## src/rtl/multicycle_control_fsm_if.sv

```systemverilog
// Signal bundle between the multicycle sequencer and the datapath it steers.
// master: the sequencer (consumes decode fields and status, drives controls).
// slave:  the datapath side (drives decode fields and status, consumes controls).
interface multicycle_control_fsm_if;
    logic [6:0] Op;
    logic [2:0] funct3;
    logic [6:0] funct7;
    logic       Zero;
    logic       mem_ready;
    logic       PCWrite;
    logic       AdrSrc;
    logic       IRWrite;
    logic       MemWrite;
    logic       RegWrite;
    logic [1:0] ResultSrc;
    logic [1:0] ALUSrcA;
    logic [1:0] ALUSrcB;
    logic [1:0] ImmSrc;
    logic [2:0] ALUControl;
    logic       InstrDone;
    logic [1:0] Fault;
    logic [3:0] State;

    modport master (
        input  Op, funct3, funct7, Zero, mem_ready,
        output PCWrite, AdrSrc, IRWrite, MemWrite, RegWrite, ResultSrc,
               ALUSrcA, ALUSrcB, ImmSrc, ALUControl, InstrDone, Fault, State
    );

    modport slave (
        output Op, funct3, funct7, Zero, mem_ready,
        input  PCWrite, AdrSrc, IRWrite, MemWrite, RegWrite, ResultSrc,
               ALUSrcA, ALUSrcB, ImmSrc, ALUControl, InstrDone, Fault, State
    );
endinterface

```

## src/rtl/multicycle_control_fsm.sv

```systemverilog
// Multicycle core sequencer: walks one instruction through FETCH/DECODE/
// EXECUTE/MEM/WB, waits on mem_ready, and traps illegal encodings and memory
// timeouts into a sticky FAULT state that only rst leaves.
// Handshake: in FETCH/MEMREAD/MEMWRITE the access is held (address/strobe
// stable) every cycle until mem_ready=1, which completes it in that same
// cycle; mem_ready is don't-care in every other state.
module multicycle_control_fsm #(
    parameter int MEM_TIMEOUT = 16,
    parameter int CNT_W       = 5
) (
    input  logic                       clk,
    input  logic                       rst,
    multicycle_control_fsm_if.master   bus
);

    typedef enum logic [3:0] {
        S_FETCH    = 4'd0,
        S_DECODE   = 4'd1,
        S_MEMADR   = 4'd2,
        S_MEMREAD  = 4'd3,
        S_MEMWB    = 4'd4,
        S_MEMWRITE = 4'd5,
        S_EXECR    = 4'd6,
        S_EXECI    = 4'd7,
        S_ALUWB    = 4'd8,
        S_BRANCH   = 4'd9,
        S_JAL      = 4'd10,
        S_FAULT    = 4'd15
    } state_t;

    localparam logic [6:0] OP_LOAD  = 7'b0000011;
    localparam logic [6:0] OP_STORE = 7'b0100011;
    localparam logic [6:0] OP_R     = 7'b0110011;
    localparam logic [6:0] OP_I     = 7'b0010011;
    localparam logic [6:0] OP_BR    = 7'b1100011;
    localparam logic [6:0] OP_JAL   = 7'b1101111;

    localparam logic [1:0] FAULT_NONE    = 2'b00;
    localparam logic [1:0] FAULT_ILLEGAL = 2'b01;
    localparam logic [1:0] FAULT_TIMEOUT = 2'b10;

    state_t             r_state;
    state_t             w_state_next;
    logic [CNT_W-1:0]   r_cnt;
    logic [1:0]         r_fault;
    logic [1:0]         w_fault_code;

    logic               w_mem_state;
    logic               w_timeout;
    logic               w_alu_ok;
    logic [2:0]         w_alu_ctrl;
    logic               w_br_ok;
    logic               w_unused_funct7;

    logic               w_pc_write;
    logic               w_adr_src;
    logic               w_ir_write;
    logic               w_mem_write;
    logic               w_reg_write;
    logic [1:0]         w_result_src;
    logic [1:0]         w_alu_src_a;
    logic [1:0]         w_alu_src_b;
    logic [1:0]         w_imm_src;
    logic [2:0]         w_alu_control;
    logic               w_instr_done;

    // Only funct7[5] selects sub; the remaining bits are deliberately ignored.
    assign w_unused_funct7 = ^{bus.funct7[6], bus.funct7[4:0]};

    // States that wait on memory and therefore run the timeout counter.
    assign w_mem_state = (r_state == S_FETCH) || (r_state == S_MEMREAD) ||
                         (r_state == S_MEMWRITE);

    // Limit reached while memory is still busy; mem_ready on the limit cycle wins.
    assign w_timeout = (MEM_TIMEOUT != 0) && w_mem_state && !bus.mem_ready &&
                       (r_cnt == CNT_W'(MEM_TIMEOUT));

    // ALU operation decode from funct3 (sub only for register-register forms).
    always_comb begin
        w_alu_ok   = 1'b1;
        w_alu_ctrl = 3'b000;
        case (bus.funct3)
            3'b000:  w_alu_ctrl = (bus.Op[5] && bus.funct7[5]) ? 3'b001 : 3'b000;
            3'b010:  w_alu_ctrl = 3'b101;
            3'b110:  w_alu_ctrl = 3'b011;
            3'b111:  w_alu_ctrl = 3'b010;
            default: w_alu_ok   = 1'b0;
        endcase
    end

    assign w_br_ok = (bus.funct3 == 3'b000) || (bus.funct3 == 3'b001);

    // State register.
    always_ff @(posedge clk) begin
        if (rst) begin
            r_state <= S_FETCH;
        end else begin
            r_state <= w_state_next;
        end
    end

    // Wait counter (cleared on every state change) and sticky fault code.
    always_ff @(posedge clk) begin
        if (rst) begin
            r_cnt   <= '0;
            r_fault <= FAULT_NONE;
        end else begin
            if (w_state_next != r_state) begin
                r_cnt <= '0;
            end else if (w_mem_state && !bus.mem_ready && (r_cnt != '1)) begin
                r_cnt <= r_cnt + 1'b1;
            end
            if ((w_state_next == S_FAULT) && (r_state != S_FAULT)) begin
                r_fault <= w_fault_code;
            end
        end
    end

    // Next-state selection and the fault code recorded on entry to FAULT.
    always_comb begin
        w_state_next = r_state;
        w_fault_code = FAULT_NONE;
        case (r_state)
            S_FETCH: begin
                if (bus.mem_ready) begin
                    w_state_next = S_DECODE;
                end else if (w_timeout) begin
                    w_state_next = S_FAULT;
                    w_fault_code = FAULT_TIMEOUT;
                end
            end
            S_DECODE: begin
                case (bus.Op)
                    OP_LOAD, OP_STORE: w_state_next = S_MEMADR;
                    OP_R:              w_state_next = S_EXECR;
                    OP_I:              w_state_next = S_EXECI;
                    OP_BR:             w_state_next = S_BRANCH;
                    OP_JAL:            w_state_next = S_JAL;
                    default: begin
                        w_state_next = S_FAULT;
                        w_fault_code = FAULT_ILLEGAL;
                    end
                endcase
            end
            S_MEMADR: begin
                w_state_next = (bus.Op == OP_STORE) ? S_MEMWRITE : S_MEMREAD;
            end
            S_MEMREAD: begin
                if (bus.mem_ready) begin
                    w_state_next = S_MEMWB;
                end else if (w_timeout) begin
                    w_state_next = S_FAULT;
                    w_fault_code = FAULT_TIMEOUT;
                end
            end
            S_MEMWB: w_state_next = S_FETCH;
            S_MEMWRITE: begin
                if (bus.mem_ready) begin
                    w_state_next = S_FETCH;
                end else if (w_timeout) begin
                    w_state_next = S_FAULT;
                    w_fault_code = FAULT_TIMEOUT;
                end
            end
            S_EXECR, S_EXECI: begin
                if (w_alu_ok) begin
                    w_state_next = S_ALUWB;
                end else begin
                    w_state_next = S_FAULT;
                    w_fault_code = FAULT_ILLEGAL;
                end
            end
            S_ALUWB: w_state_next = S_FETCH;
            S_BRANCH: begin
                if (w_br_ok) begin
                    w_state_next = S_FETCH;
                end else begin
                    w_state_next = S_FAULT;
                    w_fault_code = FAULT_ILLEGAL;
                end
            end
            S_JAL:   w_state_next = S_ALUWB;
            S_FAULT: w_state_next = S_FAULT;
            default: begin
                w_state_next = S_FAULT;
                w_fault_code = FAULT_ILLEGAL;
            end
        endcase
    end

    // Per-state enables and mux selects; rst masks every write enable.
    always_comb begin
        w_pc_write    = 1'b0;
        w_adr_src     = 1'b0;
        w_ir_write    = 1'b0;
        w_mem_write   = 1'b0;
        w_reg_write   = 1'b0;
        w_result_src  = 2'b00;
        w_alu_src_a   = 2'b00;
        w_alu_src_b   = 2'b00;
        w_imm_src     = 2'b00;
        w_alu_control = 3'b000;
        w_instr_done  = 1'b0;
        case (r_state)
            S_FETCH: begin
                w_alu_src_b  = 2'b10;
                w_result_src = 2'b10;
                w_ir_write   = bus.mem_ready;
                w_pc_write   = bus.mem_ready;
            end
            S_DECODE: begin
                w_alu_src_a = 2'b01;
                w_alu_src_b = 2'b01;
                w_imm_src   = 2'b10;
            end
            S_MEMADR: begin
                w_alu_src_a = 2'b10;
                w_alu_src_b = 2'b01;
                w_imm_src   = (bus.Op == OP_STORE) ? 2'b01 : 2'b00;
            end
            S_MEMREAD: begin
                w_adr_src = 1'b1;
            end
            S_MEMWB: begin
                w_result_src = 2'b01;
                w_reg_write  = 1'b1;
                w_instr_done = 1'b1;
            end
            S_MEMWRITE: begin
                w_adr_src    = 1'b1;
                w_mem_write  = !w_timeout;
                w_instr_done = bus.mem_ready;
            end
            S_EXECR: begin
                w_alu_src_a   = 2'b10;
                w_alu_control = w_alu_ctrl;
            end
            S_EXECI: begin
                w_alu_src_a   = 2'b10;
                w_alu_src_b   = 2'b01;
                w_alu_control = w_alu_ctrl;
            end
            S_ALUWB: begin
                w_reg_write  = 1'b1;
                w_instr_done = 1'b1;
            end
            S_BRANCH: begin
                w_alu_src_a   = 2'b10;
                w_alu_control = 3'b001;
                w_instr_done  = w_br_ok;
                if (bus.funct3 == 3'b000) begin
                    w_pc_write = bus.Zero;
                end else if (bus.funct3 == 3'b001) begin
                    w_pc_write = !bus.Zero;
                end
            end
            S_JAL: begin
                w_alu_src_a = 2'b01;
                w_alu_src_b = 2'b10;
                w_imm_src   = 2'b11;
                w_pc_write  = 1'b1;
            end
            default: begin
            end
        endcase
        if (rst) begin
            w_pc_write   = 1'b0;
            w_ir_write   = 1'b0;
            w_mem_write  = 1'b0;
            w_reg_write  = 1'b0;
            w_instr_done = 1'b0;
        end
    end

    assign bus.PCWrite    = w_pc_write;
    assign bus.AdrSrc     = w_adr_src;
    assign bus.IRWrite    = w_ir_write;
    assign bus.MemWrite   = w_mem_write;
    assign bus.RegWrite   = w_reg_write;
    assign bus.ResultSrc  = w_result_src;
    assign bus.ALUSrcA    = w_alu_src_a;
    assign bus.ALUSrcB    = w_alu_src_b;
    assign bus.ImmSrc     = w_imm_src;
    assign bus.ALUControl = w_alu_control;
    assign bus.InstrDone  = w_instr_done;
    assign bus.Fault      = r_fault;
    assign bus.State      = r_state;

endmodule

```

## src/flat_wrapper.sv

```systemverilog
// flat-port wrapper written by rule: the top's interface ports become plain ports
module multicycle_control_fsm_flat 
#(
    parameter int MEM_TIMEOUT = 16,
    parameter int CNT_W       = 5
)
  (clk, rst, bus_Op, bus_funct3, bus_funct7, bus_Zero, bus_mem_ready, bus_PCWrite, bus_AdrSrc, bus_IRWrite, bus_MemWrite, bus_RegWrite, bus_ResultSrc, bus_ALUSrcA, bus_ALUSrcB, bus_ImmSrc, bus_ALUControl, bus_InstrDone, bus_Fault, bus_State);
  multicycle_control_fsm_if bus_i ();
  input  logic clk;
  input  logic rst;
  input wire logic [$bits(bus_i.Op)-1:0] bus_Op;
  input wire logic [$bits(bus_i.funct3)-1:0] bus_funct3;
  input wire logic [$bits(bus_i.funct7)-1:0] bus_funct7;
  input wire logic [$bits(bus_i.Zero)-1:0] bus_Zero;
  input wire logic [$bits(bus_i.mem_ready)-1:0] bus_mem_ready;
  output wire logic [$bits(bus_i.PCWrite)-1:0] bus_PCWrite;
  output wire logic [$bits(bus_i.AdrSrc)-1:0] bus_AdrSrc;
  output wire logic [$bits(bus_i.IRWrite)-1:0] bus_IRWrite;
  output wire logic [$bits(bus_i.MemWrite)-1:0] bus_MemWrite;
  output wire logic [$bits(bus_i.RegWrite)-1:0] bus_RegWrite;
  output wire logic [$bits(bus_i.ResultSrc)-1:0] bus_ResultSrc;
  output wire logic [$bits(bus_i.ALUSrcA)-1:0] bus_ALUSrcA;
  output wire logic [$bits(bus_i.ALUSrcB)-1:0] bus_ALUSrcB;
  output wire logic [$bits(bus_i.ImmSrc)-1:0] bus_ImmSrc;
  output wire logic [$bits(bus_i.ALUControl)-1:0] bus_ALUControl;
  output wire logic [$bits(bus_i.InstrDone)-1:0] bus_InstrDone;
  output wire logic [$bits(bus_i.Fault)-1:0] bus_Fault;
  output wire logic [$bits(bus_i.State)-1:0] bus_State;
  assign bus_i.Op = bus_Op;
  assign bus_i.funct3 = bus_funct3;
  assign bus_i.funct7 = bus_funct7;
  assign bus_i.Zero = bus_Zero;
  assign bus_i.mem_ready = bus_mem_ready;
  assign bus_PCWrite = bus_i.PCWrite;
  assign bus_AdrSrc = bus_i.AdrSrc;
  assign bus_IRWrite = bus_i.IRWrite;
  assign bus_MemWrite = bus_i.MemWrite;
  assign bus_RegWrite = bus_i.RegWrite;
  assign bus_ResultSrc = bus_i.ResultSrc;
  assign bus_ALUSrcA = bus_i.ALUSrcA;
  assign bus_ALUSrcB = bus_i.ALUSrcB;
  assign bus_ImmSrc = bus_i.ImmSrc;
  assign bus_ALUControl = bus_i.ALUControl;
  assign bus_InstrDone = bus_i.InstrDone;
  assign bus_Fault = bus_i.Fault;
  assign bus_State = bus_i.State;
  multicycle_control_fsm #(.MEM_TIMEOUT(MEM_TIMEOUT), .CNT_W(CNT_W)) u_core (.clk(clk), .rst(rst), .bus(bus_i));
endmodule
```

## config.mk

```make
export PLATFORM = sky130hd
export DESIGN_NAME = multicycle_control_fsm_flat
export DESIGN_NICKNAME = d
export VERILOG_FILES = /design/src/rtl/multicycle_control_fsm_if.sv /design/src/rtl/multicycle_control_fsm.sv /design/src/flat_wrapper.sv
export SDC_FILE = /design/constraint.sdc
export NUM_CORES = 1
export LEC_CHECK = 0
export ABC_AREA = 0
export CORE_AREA = 2 2 56 58
export DETAILED_ROUTE_END_ITERATION = 12
export DIE_AREA = 0 0 58 60
export PLACE_DENSITY = 0.79
export SKIP_LAST_GASP = 1
export SYNTH_ARGS = -nofsm -noshare
export SYNTH_HDL_FRONTEND = slang
export SYNTH_SLANG_ARGS = --single-unit
```

## constraint.sdc

```tcl
create_clock -name clk -period 2.35 [get_ports clk]
set_clock_uncertainty 0.05 [all_clocks]
set_input_delay 0.3525 -clock clk [delete_from_list [all_inputs] [get_ports clk]]
set_output_delay 0.3525 -clock clk [all_outputs]
set_load 0.02 [all_outputs]
```

; Yosys cells after proc, flatten, opt, wreduce, memory -nomap -nowiden
; Index checks and enable logic that the tools add are counted.
[totals]
ff_bits = 11
inputBits = 21
out_inout_bits = 23
[classes]
addsub = 1
n_eq_ne = 26
mux = 37
reduce_logical = 26
[ops]
columns = cell, count
row1 = $pmux 4 s9, 1
row2 = $eq 4x4->1 const B, 5
row3 = $mux 4, 5
row4 = $pmux 4 s5, 1
row5 = $mux 1, 17
row6 = $eq 4x3->1 const B, 4
row7 = $eq 7x6->1 const B, 2
row8 = $eq 7x7->1 const B, 2
row9 = $reduce_or 2->1, 7
row10 = $pmux 2 s2, 3
row11 = $pmux 3 s4, 1
row12 = $pmux 2 s5, 1
row13 = $eq 4x2->1 const B, 2
row14 = $reduce_or 4->1, 2
row15 = $eq 7x2->1 const B, 1
row16 = $eq 7x5->1 const B, 1
row17 = $eq 3x3->1 const B, 2
row18 = $mux 3, 2
row19 = $pmux 1 s3, 2
row20 = $pmux 2 s3, 1
row21 = $pmux 3 s2, 1
row22 = $reduce_or 3->1, 2
row23 = $reduce_or 6->1, 1
row24 = $add 5x1->5 const B, 1
row25 = other kinds (14), 23

; Logic depth before layout (Yosys ltp)
[logic_depth]
word_depth = 10
depth_mapped = 8

; Worst setup path after synthesis
; OpenSTA, ideal clock, no wires.
[synth_timing]
path_kind = register to output
from = register u_core.r_state[1] (netlist: u_core.bus.State[1])
to = output bus_ALUControl[2]
arrival_ps = 1995
slack_ps = -48
path_stages_with_launch = 6
path_buffers = 3
cell_sequence = dfxtp_1 -> buf_4 -> buf_2 -> buf_1 -> nand2_1 -> nor4b_1
[synth_via]
elab_chain_len = 3
elab_cells_between_ends = 5
cone_classes = 3 x eq/ne / 1 x mux / 1 x reduce/logical
[synth_rtl]
columns = item, line
row1 = start: declaration, multicycle_control_fsm.sv:42  ; state_t r_state;
row2 = start signal: assignment, multicycle_control_fsm.sv:98  ; r_state <= w_state_next;
row3 = $eq 4x3->1, multicycle_control_fsm.sv:204  ; case (r_state)
row4 = $reduce_or 2->1 (no line), n/a
row5 = $pmux 3 s2 *, multicycle_control_fsm.sv:204
row6 = end: declaration, flat_wrapper.sv:25  ; output wire logic [$bits(bus_i.ALUControl)-1:0] bus_ALUControl;
; Mark *: on every way between the ends. The rest lies on a longest branch, timed or not.

; Worst setup path in the final report
[layout_timing]
from = input rst
to = output bus_RegWrite
[layout_via]
elab_chain_len = 1
[layout_rtl]
columns = item, line
row1 = start: declaration, flat_wrapper.sv:10  ; input logic rst;
row2 = $mux 1, multicycle_control_fsm.sv:266  ; if (rst) begin
row3 = end: declaration, flat_wrapper.sv:20  ; output wire logic [$bits(bus_i.RegWrite)-1:0] bus_RegWrite;
; No other way between the ends.

==> out/results.txt <==
Placed insts -> 258
Setup violations, final -> 0
Synth top area share -> 17.9%
Worst EP arrival -> 1.91 ns
Dpl cell area -> 1830 sq um
Vias in the first global route -> 1463
Initial antenna violation count -> 0
Non-filler cells, final -> 262
Initial detailed-routing violation count -> 78
Synth warn -> 0
Core area -> 2900 sq um
GPL Wtd Cong -> 0.881
Final nets -> 254
WHS -> 0.455 ns
Clock Path Buffers -> 2
Layout cells sized above 1 -> 24.5%
Outcome -> finished clean
Diodes inserted -> 0
Initial Util -> 42.5%
Switching pwr -> 0.000965 W
Detailed placement HPWL -> 3110 um
CP Cell Sequence -> clkdlybuf4s50_1 -> nor3_2 -> a21boi_2 -> buf_4 -> clkdlybuf4s50_1
Final wirelength -> 3890 um
Pre-Repair DR Iteration Count -> 4
Vias -> 1548
Avg Cell Area, Syn -> 7.42 sq um
Post-CTS setup buffer count -> 0
Biggest cell delay along the critical path -> 0.58 ns
Combinational Power Share -> 77.7%
Min cycle time layout -> 2.31 ns
Final period util -> 98.4%
Root buf cell -> clkbuf_4
CTS tree -> built
CP Buf/Inv Count -> 3
Hold buffer count at CTS -> 0
PnR Total Power -> 0.00193 W
Max Freq -> 0.433 GHz
MaxCap Viol Count -> 0
Worst slew margin -> 70.3%
Vias/cell -> 5.91
Syn nets -> 190
RSZ-0062 raised after global routing -> no
Commonest cells post-synth -> nor2_1, nor3_1, dfxtp_1, inv_1, nand2_1
Max H-tree Level -> 1
Placement row count -> 20
Seq cells post-synth -> 11
CP top delay family -> buffers and inverters
IO buf count -> 37
Dominant synthesized flop cell -> dfxtp_1
Final hold vios -> 0
Area of the die -> 3480 sq um
Die Width -> 58 um
Synth area leaders -> dfxtp_1, nor2_1, nor3_1, xnor2_1, ha_1
Worst-path clk slew -> 0.06 ns
Ports -> 44
Clock Power Share -> 6.6%
DRC -> 0
Required @ worst endpoint -> 1.95 ns
Fin. max-slew vios -> 0
Core Util, Final -> 65.0%
Worst-path maximum fanout -> 2
CTS Sinks -> 11
Cell Int Power -> 0.000968 W
Most frequent cell after synthesis -> nor2_1
Peak supply drop -> 0.755 mV
Crit end category -> output port
Slowest stage cell, crit path -> clkdlybuf4s50_1
Skew-Pair Late Insertion Delay -> 0.27 ns
Total CTS buffers -> 3
Design area -> 1890 sq um
Switching share of power -> 49.9%
Pwr dens -> 1020 nW/um^2
Area Overhead vs Synth -> 53.2%
Final ANT Viol Nets -> 0
Crit start category -> input pin
P_leak -> 0.834 nW
Worst Setup Path Type -> input pin to output port
GR Util All Layers -> 23.3%
Hold Path Class -> register to register
Die Y -> 60 um
Gr ovfl total -> 0
Area leader, netlist -> dfxtp_1
Cell count after synthesis -> 166
Ys async rst share -> 0%
Worst-margin pin slew -> 0.445 ns
Largest net degree at the start of global routing -> 13
Most used cell, CP -> clkdlybuf4s50_1
Synth Cell Area -> 1230 sq um
WL/cell -> 14.9 um
Post-synth EDFFs -> 0
Fillers -> 257
First-pass GRT wire length -> 6380 um
Seq/Total Area, Yosys -> 17.9%
Sequential fraction of design power -> 15.7%
Synth unique cells -> 60
worst min-delay path, delay by kind of cell (launching register included):
family         cells  cell delay, ns
flip-flops         1            0.32
AO/OA/AOI/OAI      2            0.14
final timing paths:
kind	slack [ns]	to	depth (start not counted)	start
max	0.04	bus_RegWrite	5	rst
min	0.46	u_core.bus.Fault[1]	2	u_core.bus.Fault[1]
max reg2reg	0.16	u_core.r_cnt[0]	9	u_core.r_cnt[0]
min reg2reg	0.46	u_core.bus.Fault[1]	2	u_core.bus.Fault[1]
cells in the final DEF, fill, tap and decap left out, types with 2 or more instances in the layout:
cell type and count:
buf_4 33, clkdlybuf4s50_1 27, nor2_1 23, nor3_1 11, nand2_1 8, inv_1 7, dfxtp_1 7, a21oi_1 6
nand2b_1 5, xnor2_1 5, o21ai_1 5, dlymetal6s2s_1 5, nand3_1 4, a31oi_1 4, nor4_1 4, dlygate4sd2_1 4
dfxtp_2 4, nor2b_1 3, mux2i_1 3, o211ai_1 3, ha_1 3, clkbuf_4 3, or2_1 2, inv_2 2
and3_1 2, nor4b_2 2, a22oi_1 2, and2_1 2, and3b_1 2, a21oi_2 2, and4bb_1 2, and4_1 2
power groups by stage:
stage	logic, W	clock network, W	registers [W]
after global placement	0.00142	0	0.000293
final	0.00150	0.000127	0.000304
after global routing	0.00163	0.000135	0.000311
after detailed placement	0.00145	0	0.000296
after floorplan	0.000893	0	0.000287
after CTS	0.00146	0.000130	0.000301
cells by family after synthesis:
logic type               Yosys count  share of synthesized area (%)
flip-flops                        11                           17.9
XOR/XNOR                           6                           4.26
multiplexers                       3                           2.44
AO/OA/AOI/OAI                     41                           25.3
buffers and inverters             20                           8.32
adder cells (fa/ha/maj)            3                           3.05
AND/OR/NAND/NOR                   82                           38.8
registers in the layout (all words and copies together), names as in the netlist:
register,count
u_core.r_cnt,5
u_core.bus.State,4
u_core.bus.Fault,2
metrics by stage:
step | TNS (ns) | worst slack (ns)
3_3_place_gp | -1.26 | -0.161
4_1_cts | -0.00766 | -0.00766
5_1_grt | 0 | 0.00244
2_1_floorplan | 0 | 0.0443
6_report | 0 | 0.0384
3_5_place_dp | -2.08 | -0.249
metal layers:
layer  track usage [%]  share of wire [%]  up-vias
li1                  -                  -      742
met1              26.3                 40      723
met2              42.0                 50       70
met3              4.11                7.1       13
met4              11.3                2.4        0
met5                 0                  0        -
layout make-up:
class / instances / area (sq um) / area share [%]
sequential: 11 / 225 / 11.9
clock buffer: 4 / 26.3 / 1.39
timing repair buffer: 70 / 621 / 32.9
multi-input combinational: 135 / 941 / 49.8
inverter: 9 / 33.8 / 1.79
tap: 33 / 41.3 / 2.19
what timing repair did:
action,in CTS,in global routing
cloned,0,0
resized for setup,13,12
setup endpoints to repair,10,11
pin swaps,0,3
(Power assumes the default switching activity.)
